## src/rtl/gen_collector.sv

```systemverilog
// Caller-side engine for a ready/valid generator: launches a run, buffers yielded tuples, reports done once drained.
// Optional `GEN_COLLECTOR_THROTTLE_EN adds an LFSR that randomly deasserts gen_ready to exercise generator back-pressure.
module gen_collector #(
    parameter int WIDTH = 32,
    parameter int DEPTH = 8,
    parameter int CNT_W = 16
) (
    input  logic                    _clock,
    input  logic                    _reset,
    input  logic                    cmd_start,
    input  logic signed [WIDTH-1:0] cmd_arg0,
    input  logic signed [WIDTH-1:0] cmd_arg1,
    input  logic signed [WIDTH-1:0] cmd_arg2,
    output logic                    cmd_busy,
    output logic                    cmd_done,
    output logic signed [WIDTH-1:0] gen_arg0,
    output logic signed [WIDTH-1:0] gen_arg1,
    output logic signed [WIDTH-1:0] gen_arg2,
    output logic                    gen_start,
    output logic                    gen_ready,
    input  logic                    gen_valid,
    input  logic                    gen_done,
    input  logic signed [WIDTH-1:0] gen_out0,
    input  logic signed [WIDTH-1:0] gen_out1,
    input  logic                    rd_en,
    output logic                    rd_valid,
    output logic signed [WIDTH-1:0] rd_out0,
    output logic signed [WIDTH-1:0] rd_out1,
    output logic [CNT_W-1:0]        item_count
);

    localparam int AW = $clog2(DEPTH);
    localparam logic [AW:0] OCC_FULL = (AW+1)'(DEPTH);

    localparam logic [2:0] S_IDLE  = 3'd0;
    localparam logic [2:0] S_START = 3'd1;
    localparam logic [2:0] S_RUN   = 3'd2;
    localparam logic [2:0] S_DRAIN = 3'd3;
    localparam logic [2:0] S_DONE  = 3'd4;

    logic [2:0]              r_state;
    logic [AW-1:0]           r_wr_ptr;
    logic [AW-1:0]           r_rd_ptr;
    logic [AW:0]             r_occ;
    logic [WIDTH-1:0]        r_mem0 [DEPTH];
    logic [WIDTH-1:0]        r_mem1 [DEPTH];
    logic [CNT_W-1:0]        r_item_count;
    logic signed [WIDTH-1:0] r_arg0;
    logic signed [WIDTH-1:0] r_arg1;
    logic signed [WIDTH-1:0] r_arg2;

    logic w_ready;
    logic w_push;
    logic w_pop;
    logic w_launch;

`ifdef GEN_COLLECTOR_THROTTLE_EN
    logic [15:0] r_lfsr;
    logic        w_lfsr_fb;

    // Fibonacci taps 16,14,13,11
    assign w_lfsr_fb = r_lfsr[15] ^ r_lfsr[13] ^ r_lfsr[12] ^ r_lfsr[10];

    always_ff @(posedge _clock) begin
        if (_reset) begin
            r_lfsr <= 16'hACE1;
        end else begin
            r_lfsr <= {r_lfsr[14:0], w_lfsr_fb};
        end
    end

    assign w_ready = (r_state == S_RUN) && (r_occ != OCC_FULL) && r_lfsr[0];
`else
    assign w_ready = (r_state == S_RUN) && (r_occ != OCC_FULL);
`endif

    assign w_push   = w_ready && gen_valid;
    assign w_pop    = rd_en && (r_occ != '0);
    assign w_launch = cmd_start && ((r_state == S_IDLE) || (r_state == S_DONE));

    always_ff @(posedge _clock) begin
        if (_reset) begin
            r_state      <= S_IDLE;
            r_item_count <= '0;
            r_arg0       <= '0;
            r_arg1       <= '0;
            r_arg2       <= '0;
        end else begin
            case (r_state)
                S_IDLE, S_DONE: begin
                    if (w_launch) begin
                        r_arg0       <= cmd_arg0;
                        r_arg1       <= cmd_arg1;
                        r_arg2       <= cmd_arg2;
                        r_item_count <= '0;
                        r_state      <= S_START;
                    end
                end
                // gen_done is stale from the previous run while in START
                S_START: r_state <= S_RUN;
                S_RUN: begin
                    if (w_push && (r_item_count != '1)) begin
                        r_item_count <= r_item_count + CNT_W'(1);
                    end
                    if (gen_done) begin
                        r_state <= S_DRAIN;
                    end
                end
                S_DRAIN: begin
                    if (r_occ == '0) begin
                        r_state <= S_DONE;
                    end
                end
                default: r_state <= S_IDLE;
            endcase
        end
    end

    always_ff @(posedge _clock) begin
        if (_reset) begin
            r_wr_ptr <= '0;
            r_rd_ptr <= '0;
            r_occ    <= '0;
        end else begin
            if (w_push) begin
                r_wr_ptr <= r_wr_ptr + AW'(1);
            end
            if (w_pop) begin
                r_rd_ptr <= r_rd_ptr + AW'(1);
            end
            case ({w_push, w_pop})
                2'b10:   r_occ <= r_occ + (AW+1)'(1);
                2'b01:   r_occ <= r_occ - (AW+1)'(1);
                default: r_occ <= r_occ;
            endcase
        end
    end

    // Storage needs no reset: the head is masked to zero while empty
    always_ff @(posedge _clock) begin
        if (w_push) begin
            r_mem0[r_wr_ptr] <= gen_out0;
            r_mem1[r_wr_ptr] <= gen_out1;
        end
    end

    assign rd_valid   = (r_occ != '0);
    assign rd_out0    = rd_valid ? r_mem0[r_rd_ptr] : '0;
    assign rd_out1    = rd_valid ? r_mem1[r_rd_ptr] : '0;
    assign cmd_busy   = (r_state == S_START) || (r_state == S_RUN) || (r_state == S_DRAIN);
    assign cmd_done   = (r_state == S_DONE);
    assign gen_start  = (r_state == S_START);
    assign gen_ready  = w_ready;
    assign gen_arg0   = r_arg0;
    assign gen_arg1   = r_arg1;
    assign gen_arg2   = r_arg2;
    assign item_count = r_item_count;

endmodule

```

## config.mk

```make
export PLATFORM = sky130hd
export DESIGN_NAME = gen_collector
export DESIGN_NICKNAME = d
export VERILOG_FILES = /design/src/rtl/gen_collector.sv
export SDC_FILE = /design/constraint.sdc
export NUM_CORES = 1
export LEC_CHECK = 0
export ABC_AREA = 1
export BUFFER_PORTS_ARGS = -buffer_cell sky130_fd_sc_hd__buf_4
export CAP_MARGIN = 0
export CELL_PAD_IN_SITES_DETAIL_PLACEMENT = 0
export CELL_PAD_IN_SITES_GLOBAL_PLACEMENT = 1
export CORE_MARGIN = 5
export CORE_UTILIZATION = 40
export CTS_BUF_LIST = sky130_fd_sc_hd__clkbuf_8
export DETAILED_ROUTE_END_ITERATION = 12
export GPL_TIMING_DRIVEN = 0
export PLACE_DENSITY_LB_ADDON = 0.1
export SLEW_MARGIN = 20
export SYNTH_ARGS = -nofsm -noshare
export SYNTH_HDL_FRONTEND = slang
export SYNTH_SLANG_ARGS = --single-unit
```

## constraint.sdc

```tcl
create_clock -name _clock -period 5.8 [get_ports _clock]
set_input_delay 0 -clock _clock [delete_from_list [all_inputs] [get_ports _clock]]
set_output_delay 0 -clock _clock [all_outputs]
set_load 0.03 [all_outputs]
```

==> qor_table.md, run 1 <==
| Quantity | Reported |
| --- | --- |
| Crit Path Class | reg2out |
| Ys Warns | 0 |
| Transition time at the pin with the least slew margin | 0.8506 ns |
| Drt drc | 0 |
| Nets@finish | 3020 |
| IO Count | 347 |
| Hold path startpoint | gen_out0[14] |
| Endpoints failing hold | 0 |
| Routed via count divided by cell count | 4.987 |
| Die footprint | 67460 µm² |
| Startpoint of the most critical register-to-register path | r_state[1]$_SDFFE_PP0P_ |
| TritonCTS clock tree | built |
| Switching power | 5.909 mW |
| Standard cell core area | 61710 µm² |
| Worst reg-to-reg setup slack | 3.02 ns |
| Static leakage | 12.20 nW |
| Maximum number of pins on one net before global-route repair | 22 |
| Detailed placement HPWL | 50.31 mm |
| Element type at the critical path end | output pin |
| Status | finished, final reports clean |
| Crit-path max FO | 10 |
| Seq pwr share | 36.5% |
| Clock share of power | 24.7% |
| Main area contributors after synthesis | sky130_fd_sc_hd__edfxtp_1, sky130_fd_sc_hd__nor2_1, sky130_fd_sc_hd__dfxtp_1, sky130_fd_sc_hd__o21ai_0, sky130_fd_sc_hd__o32ai_1 |
| Clk pin slew, worst setup/hold paths | 0.06 ns |
| All-layer global routing usage | 21.99% |
| Number of buffers created by CTS | 108 |
| First-pass GRT wire length | 114.0 mm |
| Max Root-Sink Buffers | 3 |
| Routed Antenna Nets | 0 |
| Initial DRC Count | 1221 |
| Most common flop cell mapped by yosys | sky130_fd_sc_hd__edfxtp_1 |
| Final worst-path cycle share | 53.13% |
| Instance count of the mapped netlist | 2194 |
| Grt ovf | 0 |
| Dominant cell type by area after synthesis | sky130_fd_sc_hd__edfxtp_1 |
| Number of fillers in the final layout | 5503 |
| Kind of start point of the critical path | flip-flop |
| Distinct cell type count of the synthesized netlist | 29 |
| Leading post-synthesis cells by instance count | sky130_fd_sc_hd__nor2_1, sky130_fd_sc_hd__edfxtp_1, sky130_fd_sc_hd__o21ai_0, sky130_fd_sc_hd__dfxtp_1, sky130_fd_sc_hd__clkbuf_1 |
| Power Total | 15.01 mW |
| H-Tree Level Count | 3 |
| Crit path arrival time | 3.08 ns |
| Seq cells post-synth | 640 |
| Part of the total power dissipated in combinational logic | 38.8% |
| WL/cell | 20.03 µm |
| Total clock sinks | 640 |
| Maximum ir drop on the vdd rail | 0.2577 mV |
| Area fraction of the dominant cell type after synthesis | 61.63% |
| Final setup skew | 0.02613 ns |
| Clock latency on the worst-skew pair | 0.71 ns |
| Register area share after synthesis | 71.90% |
| Number of buffers added on ports | 346 |
| Synthesized net count | 2366 |
| Most frequent cell after synthesis | sky130_fd_sc_hd__nor2_1 |
| Internal | 9.102 mW |
| Root Driver | sky130_fd_sc_hd__clkbuf_8 |
| Minimum setup slack after placement | 2.975 ns |
| Fmax | 324.5 MHz |
| Unrepaired setup endpoints after global routing | no |
| Width of the die | 259.7 µm |
| Final wirelength | 75.71 mm |
| Starting density of the core | 40.43% |
| Count of flip-flops with a built-in enable after synthesis | 512 |
| Vias | 18844 |
| Classification of the worst-slack hold path | in2reg |
| Post-synthesis async set-or-reset flop share | 0% |
| Number of max-slew violations in the final report | 0 |
| Min Clock Period, post-route | 3.081 ns |
| Area growth from synthesis to final layout | 32.18% |
| Final setup viols | 0 |
| Vertical extent of the die | 259.7 µm |
| Crit path required time | 5.80 ns |
| Number of optimization iterations in the first detailed-route pass | 5 |
| Fraction of layout cells with a size suffix above 1 | 19.58% |
| Switching share of power | 39.36% |
| Synthesized cell area | 24950 µm² |
| Max cap viols | 0 |
| Number of global-route vias before repair | 18971 |
| Post-layout util | 53.44% |
| Slew Limit Headroom | 43.30% |
| Setup slack after layout | 2.719 ns |
| Power density over the cells | 455.2 nW/µm² |
| Row count | 91 |
| Post CTS Setup Buffer Count | 0 |
| Mean post-synth cell area | 11.37 µm² |
| Routability Congestion | 0.8261 |
| Antenna violations before repair | 9 |
through the flow:
| stage | cell area, µm² | std cells | hold WS (ns) | TNS [ns] |
|---|---|---|---|---|
| floorplan | 24960 | 2194 | 0.06907 | 0 |
| global placement | 28600 | 3377 | 0.2171 | -724.47 |
| detailed placement | 29280 | 3408 | 0.2127 | 0 |
| CTS | 32960 | 3773 | 0.01343 | 0 |
| global route | 32970 | 3778 | 0.04278 | 0 |
| finish | 32980 | 3779 | 0.07790 | 0 |
repair_timing:
action / CTS / global route
endpoints found under the hold margin: 640 / 0
gates resized for setup: 0 / 0
hold buffers: 167 / 0
logic make-up after synthesis:
kind of cell	after synthesis	share of synthesized area, %
compound gates	525	11.55
buf+inv	170	2.984
simple gates	846	13.02
flops	640	71.90
xor+xnor	7	0.2458
fa+ha+maj	6	0.3009
worst max-delay path, stage by stage, from the launching register on:
cell and delay, ns:
sky130_fd_sc_hd__dfxtp_1 0.40, sky130_fd_sc_hd__inv_2 0.12, sky130_fd_sc_hd__buf_2 0.30, sky130_fd_sc_hd__buf_1 0.57
sky130_fd_sc_hd__nor2_1 0.07, sky130_fd_sc_hd__o21ai_0 0.31, sky130_fd_sc_hd__o21ai_0 0.12, sky130_fd_sc_hd__nor2_1 0.28
sky130_fd_sc_hd__buf_4 0.23
sequential cells by signal (all words and copies together), names as in the netlist, named ones only:
register	flops
gen_arg2	32
gen_arg1	32
item_count	16
r_mem0	256
r_wr_ptr	3
r_mem1	256
r_occ	4
gen_arg0	32
r_rd_ptr	3
r_state	3
placed cells by master, fill, tap and decap left out, drive strengths merged:
master | synthesis | routed
nor2 | 747 | 747
edfxtp | 512 | 512
buf | 54 | 431
o21ai | 430 | 430
clkbuf | 86 | 210
dlygate4sd3 | 0 | 167
dfxtp | 128 | 128
inv | 28 | 70
o32ai | 64 | 64
nand2 | 61 | 61
clkinv | 2 | 33
nand3 | 27 | 27
a21oi | 26 | 26
diode | 0 | 6
ha | 6 | 6
xor2 | 5 | 5
or2 | 4 | 4
nor3 | 4 | 4
nand4 | 3 | 3
o21bai | 3 | 3
xnor2 | 2 | 2
a21boi | 2 | 2
clkinvlp | 0 | 1
power by group through the flow:
stage / clock [mW] / combinational (mW) / sequential [mW]
after floorplan: 0 / 3.03 / 5.95
after detailed placement: 0 / 5.78 / 5.56
after CTS: 3.82 / 5.90 / 5.47
after global placement: 0 / 5.69 / 5.57
final: 3.71 / 5.83 / 5.47
after global routing: 4.05 / 6.34 / 5.51
area by class of cell:
cell class / instances / area [µm²] / share of cell area (%)
Antenna cell: 6 / 15.01 / 0.04553
Buffer: 140 / 631.9 / 1.916
Clock buffer: 124 / 1707 / 5.175
Clock inverter: 74 / 304.0 / 0.9220
Inverter: 30 / 112.6 / 0.3415
Multi-Input combinational cell: 1384 / 6334 / 19.21
Sequential cell: 640 / 17940 / 54.39
Tap cell: 837 / 1047 / 3.176
Timing Repair Buffer: 544 / 4888 / 14.82
per-layer routing:
metal  vias to the layer above  GRT usage (%)  part of all wire (%)  wire (µm)
met2                       613          37.69                    50      37720
met4                         6          6.678                   2.4       1851
met3                       120          5.951                   7.2       5486
li1                       9063              -                     -          -
met5                         -              0                 0.054         41
met1                      9042          27.38                    40      30610
final timing paths:
kind	to	depth (start not counted)
worst max-delay path	rd_out0[3]	8
worst min register to register	r_rd_ptr[2]$_SDFFE_PP0P_	2
worst min-delay path	r_mem0[4][14]$_DFFE_PP_	2
worst max register to register	r_mem1[5][8]$_DFFE_PP_	8
Power figures use the tool's default switching activity.
==> run 2: changes to the inputs <==
--- a/config.mk
+++ b/config.mk
@@ -5,7 +5,7 @@
 export SDC_FILE = /design/constraint.sdc
 export NUM_CORES = 1
 export LEC_CHECK = 0
-export ABC_AREA = 1
+export ABC_AREA = 0
 export BUFFER_PORTS_ARGS = -buffer_cell sky130_fd_sc_hd__buf_4
 export CAP_MARGIN = 0
 export CELL_PAD_IN_SITES_DETAIL_PLACEMENT = 0
==> constraint.sdc (replaced) <==
create_clock -name _clock -period 2.7 [get_ports _clock]
set_input_delay 0 -clock _clock [delete_from_list [all_inputs] [get_ports _clock]]
set_output_delay 0 -clock _clock [all_outputs]
set_load 0.03 [all_outputs]
==> qor_table.md, run 2 <==
| Quantity | Reported | Delta |
| --- | --- | --- |
| Area growth from synthesis to final layout | 35.14% |  |
| Synthesized cell area | 24380 µm² | -2.3% |
| Number of max-slew violations in the final report | 0 | unchanged |
| Main area contributors after synthesis | sky130_fd_sc_hd__edfxtp_1, sky130_fd_sc_hd__mux4_2, sky130_fd_sc_hd__dfxtp_1, sky130_fd_sc_hd__nand2_1, sky130_fd_sc_hd__mux2i_1 |  |
| Power Total | 23.48 mW | +56% |
| Startpoint of the most critical register-to-register path | r_occ[1]$_SDFFE_PP0P_ |  |
| Seq pwr share | 46.5% | +10 points |
| Count of flip-flops with a built-in enable after synthesis | 512 | unchanged |
| Width of the die | 256.9 µm | -1.1% |
| Ys Warns | 0 | unchanged |
| Grt ovf | 0 | unchanged |
| Total clock sinks | 640 | unchanged |
| Crit path arrival time | 3.28 ns | +0.20 ns |
| Slew Limit Headroom | 44.22% | +0.92 points |
| Seq cells post-synth | 640 | unchanged |
| Element type at the critical path end | flip-flop |  |
| Routed via count divided by cell count | 5.035 | +0.96% |
| Unrepaired setup endpoints after global routing | yes |  |
| Status | finished, final reports clean |  |
| Initial DRC Count | 1051 | -14% |
| Switching share of power | 28.04% | -11 points |
| Crit-path max FO | 10 | unchanged |
| Highest-count cells in the layout ignoring fill and taps | sky130_fd_sc_hd__edfxtp_1, sky130_fd_sc_hd__buf_4, sky130_fd_sc_hd__nand2_1 |  |
| Part of the total power dissipated in combinational logic | 19.9% | -19 points |
| Maximum ir drop on the vdd rail | 0.4583 mV | +78% |
| Power density over the cells | 712.5 nW/µm² | +57% |
| H-Tree Level Count | 3 | unchanged |
| Fmax | 373.1 MHz |  |
| Worst slack on hold paths | 0.09732 ns | +0.01942 ns |
| Register area share after synthesis | 73.56% | +1.7 points |
| Final setup viols | 0 | unchanged |
| Most common flop cell mapped by yosys | sky130_fd_sc_hd__edfxtp_1 |  |
| Leading post-synthesis cells by instance count | sky130_fd_sc_hd__edfxtp_1, sky130_fd_sc_hd__nand2_1, sky130_fd_sc_hd__dfxtp_1, sky130_fd_sc_hd__mux4_2, sky130_fd_sc_hd__a21oi_1 |  |
| Vias | 15169 | -20% |
| Transition time at the pin with the least slew margin | 0.8298 ns | -0.02072 ns |
| Cell with the largest stage delay on the worst path | sky130_fd_sc_hd__or4b_4 |  |
| Antenna violations before repair | 9 | unchanged |
| Number of global-route vias before repair | 16076 | -15% |
| Distinct cell type count of the synthesized netlist | 55 | +90% |
| Static leakage | 11.66 nW | -4.4% |
| IO Count | 347 | unchanged |
| Switching power | 6.585 mW | +11% |
| WL/cell | 21.40 µm | +6.8% |
| Detailed placement HPWL | 43.49 mm | -14% |
| CP max stage delay | 0.54 ns | -0.03 ns |
| All-layer global routing usage | 19.15% | -2.8 points |
| Mean post-synth cell area | 16.96 µm² | +49% |
| Starting density of the core | 40.40% | about the same |
| TritonCTS clock tree | built |  |
| Routability Congestion | 0.8257 | about the same |
| Crit path required time | 3.30 ns | -2.50 ns |
| Area fraction of the dominant cell type after synthesis | 63.05% | +1.4 points |
| Synthesized net count | 1610 | -32% |
| Timing startpoint of the critical path | r_occ[1]$_SDFFE_PP0P_ |  |
| Kind of start point of the critical path | flip-flop |  |
| Registers with the highest flip-flop counts | r_mem0 (256), r_mem1 (256) |  |
| Vertical extent of the die | 256.9 µm | -1.1% |
| Max cap viols | 0 | unchanged |
| Nets@finish | 2311 | -23% |
| Most common cell after layout, fill and taps aside | sky130_fd_sc_hd__edfxtp_1 |  |
| Root Driver | sky130_fd_sc_hd__clkbuf_8 |  |
| Number of fillers in the final layout | 4987 | -9.4% |
| Max Root-Sink Buffers | 3 | unchanged |
| Final setup skew | 0.03350 ns | +0.007369 ns |
| Dominant cell type by area after synthesis | sky130_fd_sc_hd__edfxtp_1 |  |
| Most frequent cell after synthesis | sky130_fd_sc_hd__edfxtp_1 |  |
| Instance count of the mapped netlist | 1438 | -34% |
| Classification of the worst-slack hold path | in2reg |  |
| Number of buffers added on ports | 346 | unchanged |
| Endpoints failing hold | 0 | unchanged |
| Clock share of power | 33.6% | +8.9 points |
| Clk pin slew, worst setup/hold paths | 0.06 ns | about the same |
| Final wirelength | 64.49 mm | -15% |
| Number of buffers created by CTS | 106 | -1.9% |
| Row count | 90 | -1.1% |
| Internal | 16.90 mW | +86% |
| Post-synthesis async set-or-reset flop share | 0% | unchanged |
| Number of optimization iterations in the first detailed-route pass | 5 | unchanged |
| Clock latency on the worst-skew pair | 0.69 ns | -0.02 ns |
| Final worst-path cycle share | 99.26% |  |
| Worst path cell trace | buf_2, or4b_4, and2_4, inv_2, buf_12, ha_4, xor2_1, ha_1, a21oi_1, xor2_1, or3_1, a21oi_1 |  |
| Maximum number of pins on one net before global-route repair | 17 | -23% |
| Min Clock Period, post-route | 2.680 ns |  |
| Standard cell core area | 60360 µm² | -2.2% |
| Hold path startpoint | gen_out1[12] |  |
| First-pass GRT wire length | 97.95 mm | -14% |
| Drt drc | 0 | unchanged |
| Fraction of layout cells with a size suffix above 1 | 34.26% | +15 points |
| Routed Antenna Nets | 0 | unchanged |
| Die footprint | 66000 µm² | -2.2% |
| Crit Path Class | reg2reg |  |
==> run 2: cell count changes in the layout (fill, tap and decap cells not counted), sizes merged, moves of 15 or more <==
cell | previous run | this run
o32ai | 64 | 1
nand3 | 27 | 12
inv | 70 | 45
buf | 431 | 456
nor2 | 747 | 80
a21oi | 26 | 109
mux2i | 0 | 67
o21ai | 430 | 3
nand2 | 61 | 207
clkbuf | 210 | 155
mux4 | 0 | 128
==> run 2: cell families (layout without fill, tap and decap cells) <==
| kind of cell | Yosys count | count (layout) | share of synthesized area, % |
|---|---|---|---|
| DFF | 640 | 640 | 73.56 |
| and+or+nand+nor | 357 | 357 | 6.445 |
| muxes | 197 | 197 | 14.68 |
| AOI/OAI and AO/OA | 135 | 135 | 3.063 |
| buffers and inverters | 95 | 884 | 1.657 |
| xor gates and xnor gates | 8 | 8 | 0.2874 |
| adders and majority gates | 6 | 6 | 0.3079 |
| other | 0 | 4 | 0 |
==> run 2: cell type report <==
cell class | count | area, µm² | share of cell area, %
diodes | 4 | 10.01 | 0.03038
plain buffers | 85 | 550.5 | 1.671
clock buffers | 106 | 1459 | 4.427
clock inverters | 90 | 504.2 | 1.530
inverters | 7 | 26.28 | 0.07974
multi-input cells | 703 | 6175 | 18.74
flip-flops and latches | 640 | 17940 | 54.44
well taps | 782 | 978.4 | 2.969
repair buffers | 596 | 5311 | 16.12
==> run 2: stage by stage <==
| stage | area (µm²) | TNS [ns] | instances | util [%] | setup WS [ns] |
|---|---|---|---|---|---|
| finish | 32950 | 0 | 3013 | 54.60 | 0.01991 |
| global route | 32950 | -0.1945 | 3013 | 54.60 | -0.1007 |
| CTS | 32830 | 0 | 2998 | 54.39 | 0.003116 |
| detailed placement | 28880 | -50.75 | 2624 | 47.85 | -0.6183 |
| global placement | 28070 | -1567.40 | 2566 | 46.51 | -3.507 |
| floorplan | 24490 | -412.54 | 1438 | - | -1.056 |
==> run 2: critical path, delay by kind of cell, from the launching register on <==
family	cells	cell delay (ns)
AOI/OAI and AO/OA	2	0.19
xor gates and xnor gates	2	0.30
adders and majority gates	2	0.33
buffers and inverters	3	0.44
DFF	1	0.29
and+or+nand+nor	3	1.04
==> run 2: power groups by stage <==
stage	Sequential, mW	Combinational [mW]	Clock (mW)
after floorplan	11.3	2.44	0
after global placement	11.1	4.31	0
after detailed placement	11.1	4.36	0
after CTS	10.9	4.73	8.19
after global routing	10.9	5.02	8.64
final	10.9	4.66	7.90
==> run 2: path summary, 6_finish.rpt <==
check | endpoint | slack [ns] | cells past startpoint
worst min register to register | gen_arg2[29]$_SDFFE_PP0P_ | 0.46 | 2
worst max register to register | r_occ[2]$_SDFFE_PP0P_ | 0.02 | 12
worst min-delay path | r_mem1[1][12]$_DFFE_PP_ | 0.1 | 2
worst max-delay path | r_occ[2]$_SDFFE_PP0P_ | 0.02 | 12
==> run 2: repair_timing <==
action | in CTS | in global routing
cloned | 1 | 0
pin swaps | 5 | 5
endpoints found under the setup margin | 311 | 59
gates resized for setup | 71 | 10
hold buffers | 172 | 0
endpoints found under the hold margin | 625 | 0
buffers inserted | 8 | 12
==> run 2: metal layers <==
layer / track usage [%] / share of wire, % / vias to the layer above
met5: 0 / 0.10 / -
met1: 25.24 / 43 / 7625
li1: - / - / 6985
met3: 4.676 / 6.3 / 101
met4: 5.324 / 1.9 / 10
met2: 32.06 / 49 / 448
